## src/rtl/exb_lane_alu_pipe.sv

```systemverilog
// Lane 2+ execute pipe: LDI/LDISHx, SHAD3 shifts and MOVT/MOVNT; result after PIPE_L cycles, and exStall freezes every stage.
// Rotate forms of SHAD3 are enabled by defining JX2_EXB_SHAD_ROT_EN; without it they raise the sticky fault.
module exb_lane_alu_pipe #(
    parameter int DATA_W = 64,
    parameter int ID_W   = 6,
    parameter int PIPE_L = 2
) (
    input  logic              clock,
    input  logic              reset,
    input  logic [7:0]        opUCmd,
    input  logic [7:0]        opUIxt,
    input  logic              opBraFlush,
    input  logic              exStall,
    input  logic [ID_W-1:0]   regIdRm,
    input  logic [DATA_W-1:0] regValRs,
    input  logic [7:0]        regValRt,
    input  logic [32:0]       regValImm,
    input  logic              regInSrT,
    output logic [ID_W-1:0]   regIdRn,
    output logic [DATA_W-1:0] regValRn,
    output logic [ID_W-1:0]   heldIdRn,
    output logic [1:0]        exHold,
    output logic [7:0]        opUCmdOut
);

    localparam logic [5:0]      UCMD_NOP    = 6'h00;
    localparam logic [5:0]      UCMD_OP_IXS = 6'h01;
    localparam logic [5:0]      UCMD_MOV_IR = 6'h06;
    localparam logic [5:0]      UCMD_SHAD3  = 6'h0F;
    localparam logic [7:0]      IXS_NOP     = 8'h00;
    localparam logic [7:0]      IXS_MOVT    = 8'h04;
    localparam logic [7:0]      IXS_MOVNT   = 8'h05;
    localparam logic [1:0]      IXC_AL      = 2'b00;
    localparam logic [ID_W-1:0] GR_ZZR      = '1;

    typedef enum logic [2:0] {SK_PASS, SK_SHL, SK_SHR, SK_SAR, SK_ROL32, SK_ROLW} shKind_t;
    typedef enum logic [1:0] {EX_NONE, EX_Z32, EX_S32} extMode_t;

    typedef struct packed {
        logic              vld;
        logic [ID_W-1:0]   id;
        logic [DATA_W-1:0] val;
        shKind_t           kind;
        logic [2:0]        fine;
        extMode_t          ext;
    } stage_t;

    stage_t stg [PIPE_L];
    stage_t iss, issOut, fin0;
    logic   faultQ;
    logic   condOk, en, handled, neg, unhandled;
    logic [5:0]        effOp;
    logic [7:0]        mag, shAmt;
    logic [DATA_W-1:0] src, zxRs;
    logic [95:0]       sxImm, sxRs;
    logic [DATA_W+7:0]  movB;
    logic [DATA_W+15:0] movH;
    logic [DATA_W+31:0] movW;

    assign sxImm = {{63{regValImm[32]}}, regValImm};
    assign sxRs  = {{64{regValRs[31]}}, regValRs[31:0]};
    assign zxRs  = DATA_W'(regValRs[31:0]);
    assign movB  = {regValRs, regValImm[7:0]};
    assign movH  = {regValRs, regValImm[15:0]};
    assign movW  = {regValRs, regValImm[31:0]};

    // Rotates work on a 32-bit ring or the full word; other kinds are plain shifts.
    function automatic logic [DATA_W-1:0] shiftBy(input logic [DATA_W-1:0] x, input shKind_t k,
                                                  input logic [7:0] n);
        logic [31:0]       lo;
        logic [DATA_W-1:0] r;
        r = x;
        case (k)
            SK_SHL:   r = x << n;
            SK_SHR:   r = x >> n;
            SK_SAR:   r = $unsigned($signed(x) >>> n);
            SK_ROL32: begin
                lo = (x[31:0] << n[4:0]) | (x[31:0] >> (6'd32 - {1'b0, n[4:0]}));
                r  = DATA_W'(lo);
            end
            SK_ROLW:  r = (x << n) | (x >> (DATA_W - int'(n)));
            default:  r = x;
        endcase
        return r;
    endfunction

    function automatic stage_t finishStage(input stage_t s);
        stage_t      r;
        logic [95:0] sx;
        r     = s;
        r.val = shiftBy(s.val, s.kind, {5'd0, s.fine});
        sx    = {{64{r.val[31]}}, r.val[31:0]};
        case (s.ext)
            EX_Z32:  r.val = DATA_W'(r.val[31:0]);
            EX_S32:  r.val = sx[DATA_W-1:0];
            default: ;
        endcase
        r.kind = SK_PASS;
        r.fine = '0;
        r.ext  = EX_NONE;
        return r;
    endfunction

    always_comb begin
        case (opUCmd[7:6])
            2'b00:   condOk = 1'b1;
            2'b01:   condOk = 1'b0;
            2'b10:   condOk = regInSrT;
            default: condOk = !regInSrT;
        endcase
        en      = condOk && !opBraFlush;
        effOp   = en ? opUCmd[5:0] : UCMD_NOP;
        neg     = regValRt[7];
        mag     = neg ? (8'd0 - regValRt) : regValRt;
        handled = 1'b0;
        iss     = '0;
        src     = '0;
        shAmt   = '0;
        case (effOp)
            UCMD_NOP: handled = 1'b1;
            UCMD_MOV_IR: begin
                handled = 1'b1;
                iss.vld = 1'b1;
                case (opUIxt[3:0])
                    4'd0: src = sxImm[DATA_W-1:0];
                    4'd1: src = movB[DATA_W-1:0];
                    4'd2: src = movH[DATA_W-1:0];
                    4'd3: begin
                        if (DATA_W == 64) src = movW[DATA_W-1:0];
                        else begin
                            handled = 1'b0;
                            iss.vld = 1'b0;
                        end
                    end
                    default: begin
                        handled = 1'b0;
                        iss.vld = 1'b0;
                    end
                endcase
            end
            UCMD_SHAD3: begin
                if (!opUIxt[2]) begin
                    handled  = 1'b1;
                    iss.vld  = 1'b1;
                    shAmt    = mag;
                    iss.kind = neg ? (opUIxt[0] ? SK_SAR : SK_SHR) : SK_SHL;
                    // 32-bit forms shift a pre-extended word and re-extend bit 31 at the end.
                    case (opUIxt[1:0])
                        2'b00: begin src = zxRs;              iss.ext = EX_Z32; end
                        2'b01: begin src = sxRs[DATA_W-1:0];  iss.ext = EX_S32; end
                        default: src = regValRs;
                    endcase
                end
`ifdef JX2_EXB_SHAD_ROT_EN
                else begin
                    handled = 1'b1;
                    iss.vld = 1'b1;
                    src     = regValRs;
                    if (opUIxt[1]) begin
                        iss.kind = SK_ROLW;
                        shAmt    = regValRt & 8'(DATA_W - 1);
                    end else begin
                        iss.kind = SK_ROL32;
                        shAmt    = regValRt & 8'd31;
                        iss.ext  = opUIxt[0] ? EX_S32 : EX_Z32;
                    end
                end
`endif
            end
            UCMD_OP_IXS: begin
                case (opUIxt)
                    IXS_NOP:   handled = 1'b1;
                    IXS_MOVT:  begin handled = 1'b1; iss.vld = 1'b1; src = DATA_W'(regInSrT);  end
                    IXS_MOVNT: begin handled = 1'b1; iss.vld = 1'b1; src = DATA_W'(!regInSrT); end
                    default:   ;
                endcase
            end
            default: ;
        endcase
        // Coarse part (multiple of 8) now, the remaining 0..7 one stage later.
        iss.id    = regIdRm;
        iss.fine  = shAmt[2:0];
        iss.val   = shiftBy(src, iss.kind, shAmt & 8'hF8);
        unhandled = en && !handled;
        issOut    = (PIPE_L == 1) ? finishStage(iss) : iss;
        fin0      = finishStage(stg[0]);
    end

    always_ff @(posedge clock or posedge reset) begin
        if (reset) begin
            for (int i = 0; i < PIPE_L; i++) stg[i] <= '0;
            faultQ <= 1'b0;
        end else if (!exStall) begin
            faultQ <= faultQ | unhandled;
            stg[0] <= issOut;
            for (int i = 1; i < PIPE_L; i++) stg[i] <= (i == 1) ? fin0 : stg[i-1];
        end
    end

    always_comb begin
        heldIdRn = GR_ZZR;
        for (int i = 0; i < PIPE_L - 1; i++) begin
            if (stg[i].vld) heldIdRn = stg[i].id;
        end
    end

    assign regIdRn   = stg[PIPE_L-1].vld ? stg[PIPE_L-1].id : GR_ZZR;
    assign regValRn  = stg[PIPE_L-1].val;
    assign exHold    = {heldIdRn != GR_ZZR, faultQ};
    assign opUCmdOut = {IXC_AL, effOp};

endmodule

```

## config.mk

```make
export PLATFORM = sky130hd
export DESIGN_NAME = exb_lane_alu_pipe
export DESIGN_NICKNAME = d
export VERILOG_FILES = /design/src/rtl/exb_lane_alu_pipe.sv
export SDC_FILE = /design/constraint.sdc
export NUM_CORES = 1
export LEC_CHECK = 0
export ABC_AREA = 1
export BUFFER_PORTS_ARGS = -buffer_cell sky130_fd_sc_hd__buf_4
export CAP_MARGIN = 40
export CORE_MARGIN = 5
export CORE_UTILIZATION = 40
export CTS_CLUSTER_SIZE = 14
export DETAILED_ROUTE_END_ITERATION = 10
export GPL_TIMING_DRIVEN = 0
export PLACE_DENSITY = 0.57
export SLEW_MARGIN = 25
export SYNTH_ARGS = -nofsm -noshare
export SYNTH_HDL_FRONTEND = slang
export SYNTH_SLANG_ARGS = --single-unit
export TNS_END_PERCENT = 10
```

## constraint.sdc

```tcl
create_clock -name clock -period 8.7 [get_ports clock]
set_clock_uncertainty 0.2 [all_clocks]
set_input_delay 1.305 -clock clock [delete_from_list [all_inputs] [get_ports clock]]
set_output_delay 1.305 -clock clock [all_outputs]
set_load 0.02 [all_outputs]
```

* Yosys cells after proc, flatten, opt, wreduce, memory -nomap -nowiden
Cells that the tools add are included.
** Storage, ports and cells
- Register bits :: 151
- Bits in latches :: 0
- Bits in writable memories :: 0
- ROM bits :: 0
- Input bits :: 132
- Output and inout bits :: 86
- Word-level logic and storage cells :: 97
- Memories kept :: 0
** Operators by class
- Add/subtract/negate cells :: 5
- $mul :: 0
- Divide/modulo/power cells :: 0
- Order comparisons :: 0
- Equality and inequality tests :: 24
- Shift-type cells :: 12
- Muxes and demuxes :: 28
- Bitwise gates (word level) :: 5
- Reduce and logical (&&, ||, !) cells :: 13
** Operator list (number)
- 64-bit one-hot mux with 5 select lines :: 2
- 64-bit one-hot mux with 2 select lines :: 2
- 64-bit one-hot mux with 4 select lines :: 1
- 64-bit one-hot mux with 3 select lines :: 1
- 64-bit bitwise OR :: 2
- 64-bit by 32-bit right shift with 64-bit output :: 2
- 64-bit two-way mux :: 1
- 32-bit bitwise OR :: 2
- 64-bit by 3-bit << shifter with 64-bit output :: 1
- 64-bit by 8-bit << shifter with 64-bit output :: 1
- 32-bit by 6-bit right shift with 32-bit output :: 2
- 64-bit by 3-bit right shift with 64-bit output :: 1
- 64-bit by 8-bit right shift with 64-bit output :: 1
- 64-bit by 3-bit >>> shifter with 64-bit output :: 1
- 64-bit by 8-bit >>> shifter with 64-bit output :: 1
- 32-bit by 3-bit << shifter with 32-bit output :: 1
- 32-bit by 5-bit << shifter with 32-bit output :: 1
- 8-bit two-way mux :: 3
- 6-bit two-way mux :: 3
- 8-bit by 3-bit == test with 1-bit output (second input constant) :: 2
- 3-bit by 2-bit == test with 1-bit output (second input constant) :: 4
- 3-bit == test (second input constant) :: 4
- 2-bit two-way mux :: 5
- 7-bit by 8-bit subtractor with 9-bit output (first input constant) :: 1
- 28 further kinds :: 42

* Logic depth before layout (Yosys ltp)
- Depth after elaboration :: 10
- Depth in mapped cells :: 25
- Depth with buffers taken out :: 23

* Worst setup path after synthesis
No wires, ideal clock.
- Path kind :: input to register
- From :: input port regValRt[0]
- To :: register stg[122] (netlist bit)
- Library setup time :: 0.116 ns
- Arrival time :: 3.281 ns
- Data required time :: 8.384 ns
- Setup slack :: 5.103 ns
- Stages on the path :: 18
- Path buffers :: 2
- Cell sequence :: inv_1 -> ha_1 -> inv_1 -> nor3_1 -> inv_1 -> nand2_1 -> xor2_1 -> nor2_2 -> inv_2 -> clkbuf_1 -> buf_2 -> nand3_1 -> a21oi_1 -> nor2_1 -> o21ai_0 -> nand2_1 -> nand2_1 -> nand2_1
** Between the ends
- Cells in the longest elaborated chain, start to end :: 8
- Elaborated cells between the ends (all ways) :: 11
- Those cells by class :: add/sub (2); shift (4); mux (4); bitwise (1)
** Ends and longest elaborated chain
- start: declaration :: RTL line 16 : input logic [7:0] regValRt,
- 1-bit by 8-bit subtractor with 8-bit output (*) :: RTL line 114 : mag = neg ? (8'd0 - regValRt) : regValRt;
- 8-bit two-way mux (*) :: RTL line 114
- 8-bit two-way mux (*) :: RTL line 142 : if (!opUIxt[2]) begin
- 8-bit two-way mux (*) :: RTL line 119 : case (effOp)
- 7-bit by 8-bit subtractor with 9-bit output :: RTL line 81 : SK_ROLW: r = (x << n) | (x >> (DATA_W - int'(n)));
- 64-bit by 32-bit right shift with 64-bit output :: RTL line 81
- 64-bit bitwise OR :: RTL line 81
- 64-bit one-hot mux with 5 select lines (*) :: RTL line 73 : case (k)
- end: declaration :: RTL line 48 : stage_t stg [PIPE_L];
Mark *: on every way between the ends. The rest lies on a longest branch, timed or not.
A chain may end at the register's enable or synchronous reset.

* Worst setup path in the final report
- From :: input port regValRt[0]
- To :: register stg[132] (netlist bit)
Same word-level chain as after synthesis.

==> results.json <==
{
  "worst_pin_slew_ns": 1.02,
  "critPathKind": "input pin to register",
  "synthCells": 3881,
  "cts_tree": "yes",
  "cts_sinks": 150,
  "port_buffers": 213,
  "n_fill_cell": 5807,
  "report.final.setup_viol": 0,
  "reg2reg_to": "regValRn[1]",
  "dp_hpwl_mm": 101,
  "cp_data_required_time_ns": 8.84,
  "grt_max_degree": 101,
  "core_um2": 50400,
  "cts_buffer_depth": 2,
  "htreeDepth": 4,
  "cts_buffers": 17,
  "p_leak_nw": 12.8,
  "yosysTopAreaCell": "nand2_1",
  "multi_input_area_um2": 14000,
  "ys_seq_area_frac": 0.184,
  "clkLatencyLatePin_ns": 0.47,
  "die_area_um2": 55700,
  "vias": 29694,
  "synth_top_cells_by_count": "1630 x nand2_1, 343 x nand3_1, 306 x a21oi_1",
  "min_path_cells": 1,
  "hold_path_startpoint": "faultQ",
  "synthFlopType": "dfrtp_1",
  "r2r_start": "stg[85]",
  "critPathArrivalTime_ns": 5.50,
  "dieHeight_um": 236,
  "ctsResizeCount": 0,
  "design_area_um2": 23900,
  "setup_slack_ns": 3.34,
  "finalNetCount": 4277,
  "viasPerCell": 6.14,
  "clk_pin_slew_ns": 0.06,
  "grt_antenna_before_repair": 12,
  "hp-class": "register to register",
  "worst-r2r-cell-count": 10,
  "slew_headroom": 0.321,
  "rrSetupSlack_ns": 4.73,
  "slew_viol_final": 0,
  "finalHoldViolCount": 0,
  "grt_pass1_vias": 27459,
  "initial_core_util": 0.406,
  "final_layout_size_suffix_gt1_frac": 0.115,
  "total_power_w": 0.00228,
  "syn_area_per_cell_um2": 5.26,
  "overflow": 0,
  "place_area_um2": 23100,
  "min_period_over_period": 0.616,
  "ys_types": 54,
  "worstSetupStartpointType": "input pin",
  "die_w_um": 236,
  "finalSetupTns_ns": 0,
  "row_count": 82,
  "cts_setup_buffers": 0,
  "ys_ff_latch": 150,
  "drc": 0,
  "min_to": "faultQ",
  "clock.fmax_ghz": 0.186,
  "grt_use_total": 0.442,
  "syn_area_um2": 20400,
  "routed_wl_mm": 129,
  "post-route-min-period_ns": 5.36,
  "drtIter0Drc": 4663,
  "ir_worst_vdd_uv": 144,
  "dr.pass1.iters": 7,
  "synth_edf_count": 0,
  "io_pins": 218,
  "regArea_um2": 3750,
  "outcome": "finished clean",
  "ys_top_cells_by_area": "nand2_1 30%, dfrtp_1 18%, nand3_1 8.4%, a21oi_1 7.5%, o21ai_0 7.0%",
  "place_ws_ns": 3.16,
  "syn2layout_area_growth_pct": 16.8,
  "wire_per_inst_um": 26.7,
  "cts_hold_buffers": 0,
  "crit_fanout": 10,
  "grt_pass1_wl_mm": 185,
  "drv_cap": 0,
  "powerDensity_nw_per_um2": 95.7,
  "ys_warn_count": 0,
  "ys_async_sr_fraction": 1.00,
  "final_antenna_net_count": 0,
  "rsz0062_at_grt": "no",
  "root_buffer": "clkbuf_16",
  "gp_congestion": 1.20,
  "netlist.area_leader.share": 0.299,
  "end_kind": "register",
  "synth_most_common_cell": "nand2_1"
}
[worst max path at each step]
stage / slack, ns / cells after the start / start / end
floorplan: 3.16 / 1 / reset / faultQ
global placement: 1.60 / 2 / reset / stg[101]
detailed placement: 3.16 / 19 / regValRt[0] / stg[131]
CTS: 3.64 / 19 / regValRt[0] / stg[131]
global route: 3.22 / 19 / regValRt[0] / stg[132]
finish: 3.34 / 19 / regValRt[0] / stg[132]
[kinds of logic (layout without fill, tap and decap cells)]
group	Yosys count	in the layout	synth area share
buffers and inverters	635	909	0.133
other	1	10	0.000184
adder cells (fa/ha/maj)	2	2	0.00122
AND/OR/NAND/NOR	2306	2306	0.463
flip-flops	150	150	0.184
AO/OA/AOI/OAI	782	782	0.217
XOR/XNOR	4	4	0.00171
multiplexers	1	1	0.000490
[metrics by stage]
| step | instances | hold slack [ns] | util |
|---|---|---|---|
| CTS | 4819 | 0.285 | 0.472 |
| finish | 4836 | 0.286 | 0.474 |
| floorplan | 3882 | 0.244 | - |
| detailed placement | 4787 | 0.264 | 0.459 |
| global route | 4830 | 0.289 | 0.473 |
| global placement | 4767 | 0.262 | 0.454 |
[cell usage in the layout, fill, tap and decap left out, types with 5 or more instances in the layout]
cell / count
nor2_2: 8
o211ai_1: 25
nand4_1: 75
nand3_1: 343
buf_4: 291
o2111ai_1: 22
buf_1: 34
o31ai_1: 13
o22ai_1: 7
nor3_1: 16
diode_2: 8
inv_1: 279
buf_2: 52
a21oi_1: 306
o21ai_0: 283
inv_2: 16
nor2_1: 196
bufinv_16: 5
dfrtp_1: 150
a31oi_1: 9
o41ai_1: 5
clkbuf_16: 17
clkbuf_1: 182
o221a_2: 20
nand2_1: 1630
or2_2: 20
o21ai_1: 48
buf_6: 16
o221ai_1: 13
nor2_4: 5
[critical path, cell delays in order]
cell	delay, ns
buf_4	0.13
inv_1	0.09
ha_1	0.17
inv_1	0.05
nor3_1	0.12
inv_1	0.07
nand2_1	0.07
xor2_1	0.63
nor2_2	0.33
inv_2	0.18
clkbuf_1	0.61
buf_2	0.42
a21oi_1	0.06
o21ai_0	0.16
nand3_1	0.10
o21ai_1	0.62
nand2_1	0.11
nand2_1	0.19
nand2_1	0.07
[cell type report]
cell class                 count  share of cell area
inverter                     300              0.0475
multi-input combinational   3097               0.586
tap                          672              0.0352
timing repair buffer         242              0.0791
antenna                        8            0.000839
sequential                   150               0.157
buffer                       335              0.0666
clock inverter                14             0.00918
clock buffer                  18              0.0184
[routing by layer]
| layer | track usage | part of all wire |
|---|---|---|
| met1 | 0.541 | 0.36 |
| met2 | 0.667 | 0.42 |
| met3 | 0.119 | 0.13 |
| met4 | 0.324 | 0.095 |
| met5 | 0 | 0.00042 |
[registers in the layout (all words and copies together), names as in the netlist]
name      count
fin0          7
regValRn     64
faultQ        1
stg          78
[power by group]
part | switching, W | internal, W
Combinational | 0.000448 | 0.000235
Sequential | 0.0000253 | 0.000736
Clock | 0.000321 | 0.000519
Note: power is estimated with default switching activity, not from simulation.
